`config.mk`:
```
export PLATFORM = sky130hd
export DESIGN_NAME = afg_addr_gen
export DESIGN_NICKNAME = d
export VERILOG_FILES = /design/src/rtl/afg_addr_gen.sv
export SDC_FILE = /design/constraint.sdc
export NUM_CORES = 1
export LEC_CHECK = 0
export BUFFER_PORTS_ARGS = -buffer_cell sky130_fd_sc_hd__buf_2
export CAP_MARGIN = 5
export CORE_MARGIN = 4
export CORE_UTILIZATION = 55
export CTS_CLUSTER_SIZE = 10
export DETAILED_ROUTE_END_ITERATION = 6
export GPL_ROUTABILITY_DRIVEN = 0
export PLACE_DENSITY = 0.74
export SYNTH_ARGS = -nofsm -noshare
export SYNTH_HDL_FRONTEND = slang
export SYNTH_SLANG_ARGS = --single-unit
```
`constraint.sdc`:
```
create_clock -name Clock -period 4.2 [get_ports Clock]
set_input_delay 0.21 -clock Clock [delete_from_list [all_inputs] [get_ports Clock]]
set_output_delay 0.21 -clock Clock [all_outputs]
set_load 0.01 [all_outputs]
```
`src/rtl/afg_addr_gen.sv`:
```
// Phase-accumulator read-address generator for the waveform RAM: continuous or N-period burst, drain, then Done.
// First valid Addr one edge after Start; FreqReady stays low while a frequency word waits for the next period wrap.
module afg_addr_gen #(
  parameter int ACC_W     = 32,
  parameter int ADDR_W    = 14,
  parameter int CNT_W     = 16,
  parameter int DRAIN_CYC = 3
) (
  input  logic              Clock,
  input  logic              Reset_n,
  input  logic              Start,
  input  logic              Stop,
  input  logic [CNT_W-1:0]  BurstCount,
  input  logic [ACC_W-1:0]  FreqWord,
  input  logic              FreqValid,
  output logic              FreqReady,
  output logic [ADDR_W-1:0] Addr,
  output logic              AddrValid,
  output logic              Wrap,
  output logic              Busy,
  output logic              Done
);

  localparam int DCW = (DRAIN_CYC > 1) ? $clog2(DRAIN_CYC) : 1;

  typedef enum logic [1:0] {
    S_IDLE  = 2'd0,
    S_RUN   = 2'd1,
    S_DRAIN = 2'd2
  } state_t;

  state_t           state;
  logic [ACC_W-1:0] acc;
  logic [ACC_W-1:0] freq_act;
  logic [ACC_W-1:0] pend_dat;
  logic             pend_vld;
  logic [CNT_W-1:0] cnt;
  logic [DCW-1:0]   dcnt;
  logic             carry_q;
  logic [ACC_W:0]   sum;
  logic             carry;

  assign sum   = {1'b0, acc} + {1'b0, freq_act};
  assign carry = sum[ACC_W];
  assign Busy  = (state != S_IDLE);

  always_ff @(posedge Clock or negedge Reset_n) begin
    if (!Reset_n) begin
      state     <= S_IDLE;
      acc       <= '0;
      freq_act  <= '0;
      pend_dat  <= '0;
      pend_vld  <= 1'b0;
      FreqReady <= 1'b1;
      cnt       <= '0;
      dcnt      <= '0;
      carry_q   <= 1'b0;
      Addr      <= '0;
      AddrValid <= 1'b0;
      Wrap      <= 1'b0;
      Done      <= 1'b0;
    end else begin
      Done <= 1'b0;
      case (state)
        S_IDLE: begin
          AddrValid <= 1'b0;
          Wrap      <= 1'b0;
          if (pend_vld) begin
            freq_act  <= pend_dat;
            pend_vld  <= 1'b0;
            FreqReady <= 1'b1;
          end
          if (Start && !Stop) begin
            acc     <= '0;
            cnt     <= BurstCount;
            carry_q <= 1'b0;
            state   <= S_RUN;
          end
        end
        S_RUN: begin
          Addr      <= acc[ACC_W-1 -: ADDR_W];
          AddrValid <= 1'b1;
          Wrap      <= carry_q;
          acc       <= sum[ACC_W-1:0];
          carry_q   <= carry;
          // A new increment only takes effect at a period boundary so no period is ever distorted.
          if (carry) begin
            if (pend_vld) begin
              freq_act  <= pend_dat;
              pend_vld  <= 1'b0;
              FreqReady <= 1'b1;
            end
            if (cnt != '0) cnt <= cnt - CNT_W'(1);
          end
          if (Stop || (carry && cnt == CNT_W'(1))) begin
            state <= S_DRAIN;
            dcnt  <= '0;
          end
        end
        S_DRAIN: begin
          AddrValid <= 1'b0;
          Wrap      <= 1'b0;
          if (dcnt == DCW'(DRAIN_CYC - 1)) begin
            state <= S_IDLE;
            Done  <= 1'b1;
          end else begin
            dcnt <= dcnt + DCW'(1);
          end
        end
        default: state <= S_IDLE;
      endcase
      // FreqReady is low whenever pend_vld is set, so this never collides with an apply above.
      if (FreqValid && FreqReady) begin
        pend_dat  <= FreqWord;
        pend_vld  <= 1'b1;
        FreqReady <= 1'b0;
      end
    end
  end

endmodule

```
-- After elaboration in Yosys (flattened, before gate mapping)
Index checks and enable logic that the tools add are counted.
- register bits after elaboration: 136
- bits in latches: 0
- bits in writable memories: 0
- ROM bits: 0
- input port bits: 53
- output and inout bits: 19
- logic and storage cells: 75
- memories: 0
- add/sub/neg operators: 3
- multipliers: 0
- divide/modulo/power cells: 0
- $lt $le $gt $ge: 0
- eq/ne operators: 11
- shift operators: 0
- muxes and demuxes: 29
- bitwise logic cells: 0
- reduce and logical (&&, ||, !) cells: 19
- operators with widths (operator ; number):
    $pmux W32 S2 ; 2
    $mux W32 ; 3
    $mux W16 ; 3
    $add A32 B32 Y33 ; 1
    $pmux W16 S2 ; 1
    $eq A16 B1 Y1 const B ; 1
    $reduce_bool A16 Y1 ; 1
    $sub A16 B1 Y16 const B ; 1
    $ne A2 B2 Y1 const B ; 6
    $mux W2 ; 5
    $pmux W1 S2 ; 5
    $mux W1 ; 8
    $reduce_bool A2 Y1 ; 4
    $pmux W2 S3 ; 1
    $reduce_and A2 Y1 ; 3
    $reduce_and A3 Y1 ; 2
    $eq A2 B2 Y1 const B ; 2
    $pmux W2 S2 ; 1
    $reduce_and A4 Y1 ; 1
    $logic_and A1 B1 Y1 ; 3
    $ne A3 B3 Y1 const B ; 1
    $reduce_bool A3 Y1 ; 1
    $add A2 B1 Y2 const B ; 1
    $eq A2 B1 Y1 const B ; 1
    other kinds (4) ; 4

-- Longest topological paths before layout
- depth after elaboration: 5
- mapped depth: 13
- depth with buffers taken out: 11

-- Worst setup path after synthesis
Ideal clock, no wire load.
- path kind: register to register
- start point: reg acc[0]
- end point: reg freq_act[10]
- library setup time: 125 ps
- data arrival time: 2824 ps
- required time: 4075 ps
- slack: 1251 ps
- stages on the path, launching flop included: 14
- path buffers: 2
- clock period less this slack: 2949 ps
- cells stage by stage: dfrtp_1 -> ha_1 -> inv_1 -> fa_1 -> nor2b_1 -> o2111ai_1 -> a21oi_2 -> o211ai_2 -> a211o_2 -> a31oi_1 -> and2_1 -> buf_6 -> buf_6 -> mux2_4
- longest elaborated chain between the ends: 3
- RTL lines (element ; line ; text):
    from (decl) ; 33 ; logic [ACC_W-1:0] acc;
    from (signal assigned) ; 84 ; acc <= sum[ACC_W-1:0];
    $add A32 B32 Y33 ; 43 ; assign sum = {1'b0, acc} + {1'b0, freq_act};
    $ne A2 B2 Y1 (no source line) ; n/a ;
    $reduce_and A2 Y1 (no source line) ; n/a ;
    to (signal assigned) ; 69 ; freq_act <= pend_dat;
    to (signal assigned) ; 89 ; freq_act <= pend_dat;
    to (decl) ; 34 ; logic [ACC_W-1:0] freq_act;
Every way passes these cells.
A chain may end at the register's enable or synchronous reset.

-- Worst setup path after layout
- start point: reg freq_act[0]
- end point: reg freq_act[20]
- longest elaborated chain between the ends: 3
- RTL lines (element ; line):
    $add A32 B32 Y33 ; 43
    $ne A2 B2 Y1 (no source line) ; n/a
    $reduce_and A2 Y1 (no source line) ; n/a
Every way passes these cells.

==> impl_metrics.yaml <==
cells_and_area:
  post-route-util_pct: 64.6
  instances_no_fill: 957
  nets: 857
  n_fill_cell: 1072
  drive_gt1_share_pct: 24.6
  area_delta_synth_final_pct: 15.7
  antenna_cells: 0
  final_area_sq_um: 8520
grt:
  grt_pass1_wl_um: 26700
  antenna_found_initial: 0
  grt_pass1_vias: 5440
  grt.overflow.total: 0
  grt_max_degree: 115
  grt_usage_pct: 22.2
timing:
  tightest_slew_ns: 1.01
  rsz0062_at_grt: "no"
  slew_violations: 0
  finalSetupViolCount: 0
  min_period_over_period_pct: 86.4
  skew_ns: 0.0108
  setup_slack_ns: 0.573
  period_minus_slack_ns: 3.63
  slew_headroom_pct: 32.3
  tns_ns: 0
  hold_violations: 0
  fmax_mhz: 276
critical_path:
  cp_data_arrival_time_ns: 3.93
  timing.rr.start: "freq_act[0]$_DFFE_PN0P_"
  crit_start: "freq_act[0]$_DFFE_PN0P_"
  r2r_cells: 12
  start_kind: "flip-flop"
  r2r-end: "freq_act[20]$_DFFE_PN0P_"
  cp-end-kind: "flip-flop"
  critPathRequiredTime_ns: 4.50
  cp_max_fo: 18
  crit_path_end: "freq_act[20]$_DFFE_PN0P_"
  reg2reg_slack_ns: 0.57
  critical_path_class: "reg2reg"
run_status:
  outcome: "finished, final reports clean"
synth:
  synth_xor_area_share_pct: 2.86
  synth_compound_area_share_pct: 16.0
  synthSimpleGateAreaFrac_pct: 13.5
  synth_edf_count: 0
  avgSynthCellArea_sq_um: 10.4
  syn_area_sq_um: 7360
  synth-seq-cells: 136
  synth_cell_types: 70
  syn_nets: 794
  yosysWarnings: 0
  synth_top_family_by_area: "compound AO/OA/AOI/OAI gates"
  async_reset_ff_share_pct: 100
  ys.flop_type: "dfrtp_1"
  synth_fa_ha_area_share_pct: 6.22
  synth_mux_area_share_pct: 11.6
  yosysSeqAreaShare_pct: 46.2
  postSynthCellCount: 705
floorplan:
  die_area_sq_um: 15300
  start_util_pct: 55.8
  num_rows: 42
  die_h_um: 124
  fp.dieW_um: 124
  core_area_sq_um: 13200
  io_pins: 72
clocking:
  htree_levels: 4
  cts_buffers: 17
  cts_sinks: 136
  cts_tree: "done"
  clk_pin_slew_ns: 0.06
  cts_root_buffer: "clkbuf_16"
  post_cts_buffers: 0
  cts_buffer_depth: 2
  clock_latency_ns: 0.42
power:
  p_per_area_nw_per_um2: 786
  ir_drop_mv: 0.395
  power.leakage_nw: 4.11
routing:
  via_per_inst: 5.84
  totalWireLength_um: 15800
  vias: 5585
  drc: 0
  dr.first_iter.drc_count: 426
  ant_nets: 0
  first_pass_iters: 5
  wl_per_cell_um: 16.5
placed_design:
  pre_cts_ws_ns: 0.567
  io_buffer_count: 71
  dp.cells: 924
  dp_hpwl_um: 10900
  place_area_sq_um: 7850
min_path:
  hold_path.class: "in2reg"
run:
  cap_violations: 0
[cell usage in the layout (no fill, tap or decap), types with 7 or more instances in the layout]
cell / count
nor2_1: 20
clkbuf_16: 17
a21oi_1: 31
buf_2: 70
o21ai_0: 45
ha_1: 35
mux2_4: 29
a22oi_1: 8
dfrtp_1: 135
a21o_1: 22
xor2_1: 14
nor3_1: 13
nand2_1: 79
nand3_1: 45
o211ai_1: 7
inv_1: 25
xnor2_1: 10
mux2_2: 36
o22ai_1: 9
[synthesized netlist by cell type, drive strengths merged, types with 3 or more instances]
library cell	instances	area share, %
dfrtp	135	46
nand2	79	4.0
mux2	65	11
o21ai	47	3.2
nand3	45	3.1
ha	35	5.9
a21oi	32	2.2
inv	25	1.3
a21o	22	2.2
nor2	20	1.0
buf	18	1.4
clkbuf	17	0.87
xor2	14	1.7
nor3	13	0.88
xnor2	10	1.2
o22ai	9	0.76
a22oi	8	0.82
o211ai	8	0.88
or2	7	0.59
o31ai	6	0.61
a32o	5	0.68
and2	5	0.42
nand4	5	0.42
nor2b	5	0.42
o21a	5	0.51
a31oi	4	0.34
and3	4	0.34
and4	4	0.48
nand2b	4	0.34
a211oi	3	0.31
a21boi	3	0.31
a221oi	3	0.36
nor3b	3	0.31
or4	3	0.31
[cell type report]
cell class,instances,area [sq um],share of cell area [%]
Clock buffer,18,439,5.16
Clock inverter,14,221,2.60
Inverter,25,93.8,1.10
Multi-Input combinational cell,509,3700,43.5
Sequential cell,136,3400,40.0
Tap cell,176,220,2.59
Timing Repair Buffer,79,437,5.13
[timing repair]
item | 4_1_cts | 5_1_grt
hold buffers | 1 | 0
hold endpoints to repair | 112 | 0
gates resized for setup | 0 | 0
[cell families after synthesis]
kind of cell               after synthesis
adders and majority gates               36
DFF                                    136
AOI/OAI and AO/OA                      177
and+or+nand+nor                        206
buffers and inverters                   60
muxes                                   66
xor gates and xnor gates                24
[how the worst min path moves through the flow]
stage                      start                       end  slack, ns  depth (start not counted)
global route         FreqWord[8]   pend_dat[8]$_DFFE_PN0P_      0.002                          2
CTS                 FreqWord[17]  pend_dat[17]$_DFFE_PN0P_      0.002                          2
detailed placement       Reset_n     AddrValid$_DFFE_PN0P_       0.42                          1
finish              FreqWord[17]  pend_dat[17]$_DFFE_PN0P_       0.01                          2
floorplan                Reset_n     AddrValid$_DFFE_PN0P_      -0.09                          0
global placement         Reset_n     AddrValid$_DFFE_PN0P_       0.42                          1
[power by group]
group / internal (mW) / switching, mW
logic: 1.29 / 1.45
registers: 1.88 / 0.418
clock network: 1.07 / 0.582
total: 4.24 / 2.45
[registers in the layout, indices dropped and copies added, names as in the netlist]
name	cells
state	2
AddrValid	1
cnt	16
Wrap	1
pend_vld	1
dcnt	2
pend_dat	32
freq_act	32
Addr	14
Done	1
FreqReady	1
carry_q	1
acc	32
[critical path, cell delays in order, from the launching register on]
cell and delay, ns:
dfrtp_1 0.35, ha_1 0.19, inv_1 0.06, fa_1 0.40
nor2b_1 0.15, o2111ai_1 0.19, a21oi_2 0.30, o211ai_2 0.14
a211o_2 0.38, a31oi_1 0.20, and2_2 0.54, buf_12 0.27
mux2_4 0.32
[routing by layer]
metal / vias to the layer above / track usage (%) / wire (um)
met3: 15 / 4.72 / 832
met4: 0 / 6.51 / 177
met1: 2707 / 31.4 / 7340
met2: 166 / 34.5 / 7470
li1: 2697 / - / -
met5: - / 0 / 0
[per-stage QoR]
step           power [mW]  hold WS (ns)
6_report             6.69        0.0143
3_5_place_dp         5.01         0.419
5_1_grt              7.18       0.00210
2_1_floorplan        4.34       -0.0856
3_3_place_gp         4.85         0.420
4_1_cts              6.70       0.00155
Power figures use the tool's default switching activity.
